--- src/rtl/babbage_reader.sv ---
// Capture front end for the difference-engine core: presses start/nextn, samples each
// term into a small buffer and checks it against an internal difference model of h(n).
module babbage_reader #(
    parameter int PULSE  = 2,
    parameter int SETTLE = 4,
    parameter int DEPTH  = 16
) (
    input  logic        clk,
    input  logic        rst,
    input  logic        go,
    input  logic [4:0]  count,
    output logic        start,
    output logic        nextn,
    input  logic [9:0]  indata,
    output logic        busy,
    output logic        done,
    output logic        err,
    output logic [3:0]  err_idx,
    output logic [4:0]  ncap,
    input  logic [3:0]  rd_addr,
    output logic [9:0]  rd_data
);

    typedef enum logic [2:0] {
        ARM, IDLE, S_LO, S_HI, SAMP, N_LO, N_HI, DONE
    } state_t;

    localparam logic [7:0] PULSE_M1  = 8'(PULSE - 1);
    localparam logic [7:0] SETTLE_M1 = 8'(SETTLE - 1);

    state_t      state_q, state_d;
    logic [7:0]  ph_q, ph_d;
    logic [4:0]  tgt_q, tgt_d;
    logic [4:0]  ncap_q, ncap_d;
    logic        err_q, err_d;
    logic [3:0]  err_idx_q, err_idx_d;
    logic [9:0]  he_q, he_d, fe_q, fe_d, ge_q, ge_d;
    logic        start_q, start_d, nextn_q, nextn_d;
    logic        busy_q, busy_d, done_q, done_d;
    logic [9:0]  rd_data_q;
    logic [9:0]  mem_q [DEPTH];
    logic [4:0]  count_clamped_s;

    assign count_clamped_s = (count == 5'd0)  ? 5'd1  :
                             (count > 5'd16)  ? 5'd16 : count;

    // Next-state, model step and registered-output values.
    always_comb begin
        state_d   = state_q;
        ph_d      = ph_q;
        tgt_d     = tgt_q;
        ncap_d    = ncap_q;
        err_d     = err_q;
        err_idx_d = err_idx_q;
        he_d      = he_q;
        fe_d      = fe_q;
        ge_d      = ge_q;
        case (state_q)
            ARM: begin
                // Two idle cycles give the engine time to reach its wait state.
                if (ph_q == 8'd1) begin
                    state_d = IDLE;
                    ph_d    = 8'd0;
                end else begin
                    ph_d = ph_q + 8'd1;
                end
            end
            IDLE: begin
                if (go) begin
                    tgt_d   = count_clamped_s;
                    state_d = S_LO;
                    ph_d    = 8'd0;
                end else begin
                    state_d = IDLE;
                end
            end
            S_LO, N_LO: begin
                if (ph_q == PULSE_M1) begin
                    state_d = (state_q == S_LO) ? S_HI : N_HI;
                    ph_d    = 8'd0;
                end else begin
                    ph_d = ph_q + 8'd1;
                end
            end
            S_HI, N_HI: begin
                if (ph_q == SETTLE_M1) begin
                    state_d = SAMP;
                    ph_d    = 8'd0;
                end else begin
                    ph_d = ph_q + 8'd1;
                end
            end
            SAMP: begin
                he_d = he_q + fe_q;
                fe_d = fe_q + ge_q;
                ge_d = ge_q + 10'd6;
                // Only the first mismatch is recorded; the session keeps going.
                if ((indata != he_d) && !err_q) begin
                    err_d     = 1'b1;
                    err_idx_d = ncap_q[3:0];
                end else begin
                    err_d = err_q;
                end
                ncap_d = ncap_q + 5'd1;
                if (ncap_d == tgt_q) begin
                    state_d = DONE;
                end else begin
                    state_d = N_LO;
                end
            end
            DONE: state_d = DONE;
            default: begin
                state_d = ARM;
                ph_d    = 8'd0;
            end
        endcase
        start_d = (state_d != S_LO);
        nextn_d = (state_d != N_LO);
        done_d  = (state_d == DONE);
        busy_d  = (state_d != ARM) && (state_d != IDLE) && (state_d != DONE);
    end

    // Control, model and status registers.
    always_ff @(posedge clk or negedge rst) begin
        if (!rst) begin
            state_q   <= ARM;
            ph_q      <= 8'd0;
            tgt_q     <= 5'd1;
            ncap_q    <= 5'd0;
            err_q     <= 1'b0;
            err_idx_q <= 4'd0;
            he_q      <= 10'd1;
            fe_q      <= 10'd5;
            ge_q      <= 10'd10;
            start_q   <= 1'b1;
            nextn_q   <= 1'b1;
            busy_q    <= 1'b0;
            done_q    <= 1'b0;
            rd_data_q <= 10'd0;
        end else begin
            state_q   <= state_d;
            ph_q      <= ph_d;
            tgt_q     <= tgt_d;
            ncap_q    <= ncap_d;
            err_q     <= err_d;
            err_idx_q <= err_idx_d;
            he_q      <= he_d;
            fe_q      <= fe_d;
            ge_q      <= ge_d;
            start_q   <= start_d;
            nextn_q   <= nextn_d;
            busy_q    <= busy_d;
            done_q    <= done_d;
            rd_data_q <= mem_q[rd_addr];
        end
    end

    // Term buffer; contents are left undefined by reset.
    always_ff @(posedge clk) begin
        if (state_q == SAMP) begin
            mem_q[ncap_q[3:0]] <= indata;
        end
    end

    assign start   = start_q;
    assign nextn   = nextn_q;
    assign busy    = busy_q;
    assign done    = done_q;
    assign err     = err_q;
    assign err_idx = err_idx_q;
    assign ncap    = ncap_q;
    assign rd_data = rd_data_q;

endmodule

--- config.mk ---
export PLATFORM = sky130hd
export DESIGN_NAME = babbage_reader
export DESIGN_NICKNAME = d
export VERILOG_FILES = /design/src/rtl/babbage_reader.sv
export SDC_FILE = /design/constraint.sdc
export NUM_CORES = 1
export LEC_CHECK = 0
export BUFFER_PORTS_ARGS = -buffer_cell sky130_fd_sc_hd__buf_2
export CAP_MARGIN = 10
export CORE_UTILIZATION = 59
export DETAILED_ROUTE_END_ITERATION = 16
export HOLD_SLACK_MARGIN = 0.08
export MAX_ROUTING_LAYER = met4
export PLACE_DENSITY = 0.83
export SETUP_SLACK_MARGIN = 0.5
export SLEW_MARGIN = 20
export SYNTH_ARGS = -nofsm -noshare
export SYNTH_HDL_FRONTEND = slang
export SYNTH_SLANG_ARGS = --single-unit
--- constraint.sdc ---
create_clock -name clk -period 3.1 [get_ports clk]
set_input_delay 0.775 -clock clk [delete_from_list [all_inputs] [get_ports clk]]
set_output_delay 0.775 -clock clk [all_outputs]
set_load 0.05 [all_outputs]
-- Word-level counts from Yosys, hierarchy flattened
Memory sizes are Yosys's and may differ from the RTL's. A register that Yosys moved wholly into a read port is not among the register bits.
Cells that the tools add are included.
- bits in registers: 60
- RAM bits: 160
- bits of input ports: 22
- output and inout port bits: 24
- word-level logic and storage cells: 67
- memories: 1
- add/sub/neg operators: 5
- magnitude comparators: 1
- equal/unequal tests: 17
- multiplexer cells: 15
- reductions and logical operators: 15
- memories (memory ; depth ; bits a word ; rd ports ; clocked after Yosys merged registers in ; write ports ; RTL line ; RTL):
    mem_q ; 16 ; 10 ; 1 ; 1 ; 1 ; 41 ; logic [9:0] mem_q [DEPTH];
- operator list (cell ; number):
    $mux W8 ; 3
    $pmux W8 S3 ; 1
    $add A10 B10 Y10 ; 2
    $pmux W3 S6 ; 1
    $eq A3 B3 Y1 const B ; 5
    $mux W3 ; 4
    $add A10 B3 Y10 const B ; 1
    $mux W5 ; 2
    $ne A10 B10 Y1 ; 1
    $add A8 B1 Y8 const B ; 1
    $eq A8 B1 Y1 const B ; 1
    $eq A8 B2 Y1 const B ; 1
    $eq A3 B2 Y1 const B ; 2
    $ne A3 B3 Y1 const B ; 2
    $reduce_and A2 Y1 ; 3
    $reduce_bool A3 Y1 ; 2
    $add A5 B1 Y5 const B ; 1
    $eq A5 B5 Y1 ; 1
    $gt A5 B5 Y1 const B ; 1
    $logic_not A5 Y1 ; 1
    $mux W2 ; 2
    $reduce_or A2 Y1 ; 2
    $eq A3 B1 Y1 const B ; 1
    $logic_and A1 B1 Y1 ; 3
    other kinds (7) ; 9

-- Logic depth before layout (Yosys ltp)
- depth after elaboration: 7
- gate-level depth with buffers: 10

-- Worst setup path after synthesis
OpenSTA, ideal clock, no wires.
- kind: register to register
- from: register he_q[0]
- to: register err_idx_q[0], in the netlist err_idx[0]
- setup time: 125 ps
- data arrival time: 2487 ps
- required time: 2975 ps
- setup slack: 488 ps
- cell stages (with the launch flop): 9
- buffers on the path: 0
- path through: dfstp_2 > fa_1 > xor2_1 > a211o_1 > a211oi_2 > nand4_1 > nor4b_4 > a211oi_4 > mux2_4
- longest elaborated chain between the ends: 4
- RTL lines (element ; RTL line ; RTL):
    start: declaration ; 37 ; logic [9:0] he_q, he_d, fe_q, fe_d, ge_q, ge_d;
    start signal: assignment ; 132 ; he_q <= 10'd1;
    start signal: assignment ; 147 ; he_q <= he_d;
    $add A10 B10 Y10 ; 94 ; he_d = he_q + fe_q;
    $ne A10 B10 Y1 ; 98 ; if ((indata != he_d) && !err_q) begin
    $logic_and A1 B1 Y1 ; 98 ;
    $reduce_and A2 Y1 (no line) ; - ;
    end signal: assignment ; 146 ; err_idx_q <= err_idx_d;
    end: declaration ; 36 ; logic [3:0] err_idx_q, err_idx_d;
No other way between the ends.
A chain may end at the register's enable or synchronous reset.

-- Final worst setup path
- from: register fe_q[2]
- to: register err_idx_q[2], in the netlist err_idx[2]
- longest elaborated chain between the ends: 4
- RTL lines (element ; RTL line ; RTL):
    start: declaration ; 37 ;
    start signal: assignment ; 133 ; fe_q <= 10'd5;
    start signal: assignment ; 148 ; fe_q <= fe_d;
    $add A10 B10 Y10 ; 94 ;
    $ne A10 B10 Y1 ; 98 ;
    $logic_and A1 B1 Y1 ; 98 ;
    $reduce_and A2 Y1 (no line) ; - ;
No other way between the ends.

==> results.cfg <==
[flow_run]
max-cap-violations = 0

[placed_design]
postPlaceCellArea_sq_um = 10600
dpl.hpwl_um = 13800
routabilityCongestion = 0.858
port_buffers = 45

[sta]
worstMarginPinSlew_ns = 0.881
hold_viol = 0
period_share = 0.882
slew_headroom = 0.408
fmax_mhz = 366
rsz0062_at_grt = true
setup_tns_ns = 0
min_period_ns = 2.74
hold_ws_ns = 0.260
clock_skew_ns = 0.0174
setup_violations = 0
finalMaxSlewViolations = 0

[grt]
grt_pass1_wl_um = 35100
grt_max_degree = 52
grt_antenna_before_repair = 0
grt_overflow = 0
track_usage = 0.278
grt_pass1_vias = 6065

[worst_setup_path]
crit_chain = ha_2 -> a211oi_2 -> nor2_1 -> xnor2_1 -> nand4_1 -> nor4b_4 -> a211oi_4 -> buf_6 -> mux2_4
cp.arrival_ns = 3.14
reg2reg_slack_ns = 0.36
crit_start = fe_q[2]
critPathSlowestCell = dfstp_2
reg2reg_from = fe_q[2]
cp_max_fo = 7
start_kind = register
path_class = reg2reg
required_ns = 3.50
worst_setup_path_end_kind = register
cp_slowest_stage_delay_ns = 0.56

[clocking]
cts_hold_buf = 0
cts_buffers = 24
cts.sinks = 228
clk_path_buf_depth = 3
worstSkewPairLatency_ns = 0.52
cts_root_buf = clkbuf_16
cts.clk_slew.worst_paths_ns = 0.06
cts_tree = built
cts-htree-levels = 1

[logic_synthesis]
netlist_area_sq_um = 10200
synth_ff_type = edfxtp_1
ys_warn_count = 0
yosys.cell_types.count = 69
netlist_instances = 651
yosys.area.top_type = edfxtp_1
synth.top_cell.area_share = 0.473
yosysSeqAreaShare = 0.641
synth_edf_count = 160
ys_seq_elements = 228
ys_async_sr_fraction = 0.298
synth_nets = 698
avgSynthCellArea_sq_um = 15.6
synthTopCellsByArea = edfxtp_1 (47%), dfrtp_1 (15%), mux4_2 (11%), ha_1 (2.8%), xnor2_1 (2.2%)

[finish]
drive_above_1_share = 0.251
fin_area_sq_um = 11500
fill_cells = 1087
diodes = 0
post-route-util = 0.686
area_growth_pct = 12.7
final_nets = 750

[detailed_routing]
wire_per_inst_um = 24.4
routed_via_density = 6.32
drcViolationCount = 0
drt_iter0_drc = 442
vias = 5940
dr.pass1.iters = 7
drt_wl_total_um = 22900
ant_nets = 0

[floorplanning]
die_w_um = 133
core_sq_um = 16700
start_util = 0.609
rows = 47
ioPinCount = 46
die_height_um = 133
die_area_sq_um = 17800

[worst_hold_path]
hold_path_class = in2async

[status]
status = finished clean

[power]
power_density_nw_per_um2 = 548
peakVddDrop_mv = 0.486
p_leak_nw = 4.27
power_mw = 6.28
## worst max-delay path: cells and delay by family (launching register included)
kind / cells / cell delay, ns
fa+ha+maj: 1 / 0.36
compound gates: 2 / 0.40
buf+inv: 1 / 0.15
mux: 1 / 0.30
xor+xnor: 1 / 0.23
flops: 1 / 0.56
simple gates: 3 / 0.62
## per-layer routing
metal	track usage	routed length (um)
met5	-	0
met3	0.0415	1260
met2	0.454	11700
met4	0.0878	602
met1	0.364	9360
## flip-flops by register name, summed over array words and instances (netlist names), 3 cells and up
register and count:
ge_q 9, err_idx 4, mem_q 160, he_q 10
ph_q 8, fe_q 9, tgt_q 5, ncap 5
state_q 3, rd_data 10
## logic make-up after synthesis
kind of cell,synth area share
compound gates,0.0660
fa+ha+maj,0.0322
simple gates,0.0826
buf+inv,0.0207
xor+xnor,0.0370
flops,0.641
mux,0.121
## per-stage QoR
step	instances	setup WS, ns
final	940	0.365
after global routing	940	0.278
after CTS	939	0.329
after detailed placement	893	0.221
after global placement	893	0.274
after floorplan	651	0.532
## where the power goes
part	internal [mW]	leakage [nW]	switching (mW)
Sequential	3.28	2.25	0.00458
Clock	1.59	0.369	1.13
Combinational	0.101	1.66	0.179
Total	4.97	4.27	1.31
## placed cells by master, fill, tap and decap left out, types with 7 or more instances in the layout
master	instances
a21oi_1	17
and2_1	9
and3_1	9
buf_2	45
buf_4	9
clkbuf_16	24
dfrtp_1	61
dfstp_2	7
edfxtp_1	160
ha_1	17
inv_1	13
mux4_2	50
nand2_1	38
nand2b_1	13
nand3_1	18
nor2_1	29
o21ai_0	25
xnor2_1	24
xor2_1	18
## worst paths after layout
kind	to	cells after the start
setup / recovery	err_idx[2]	9
hold / removal	he_q[1]	1
setup reg to reg	err_idx[2]	9
hold reg to reg	ph_q[7]	1
max in group asynchronous	nextn	2
min in group clk	tgt_q[0]	2
## repair_timing
action,in CTS,in global routing
pin swaps,7,6
buffers inserted,3,1
gates resized for setup,4,12
endpoints found under the hold margin,0,0
endpoints found under the setup margin,5,6
## Yosys cell counts (7+ instances only)
cell      count
and2_1        9
edfxtp_1    160
clkbuf_1     16
and3_1        9
nand3_1      19
nand2_1      38
inv_1        13
ha_1         23
o21ai_0      26
nand2b_1     13
mux4_2       50
xor2_1       18
dfrtp_1      61
dfstp_2       7
xnor2_1      25
nor2_1       29
a21oi_1      17
## area by class of cell
type / count / area [sq um] / share of cell area
clock buffer: 28 / 616 / 0.0537
clock inverter: 15 / 133 / 0.0116
inverter: 13 / 48.8 / 0.00426
multi-input combinational: 378 / 3510 / 0.306
sequential: 228 / 6520 / 0.568
tap: 220 / 275 / 0.0240
timing repair buffer: 58 / 364 / 0.0318
No activity file was read; power rests on OpenSTA's default activity.
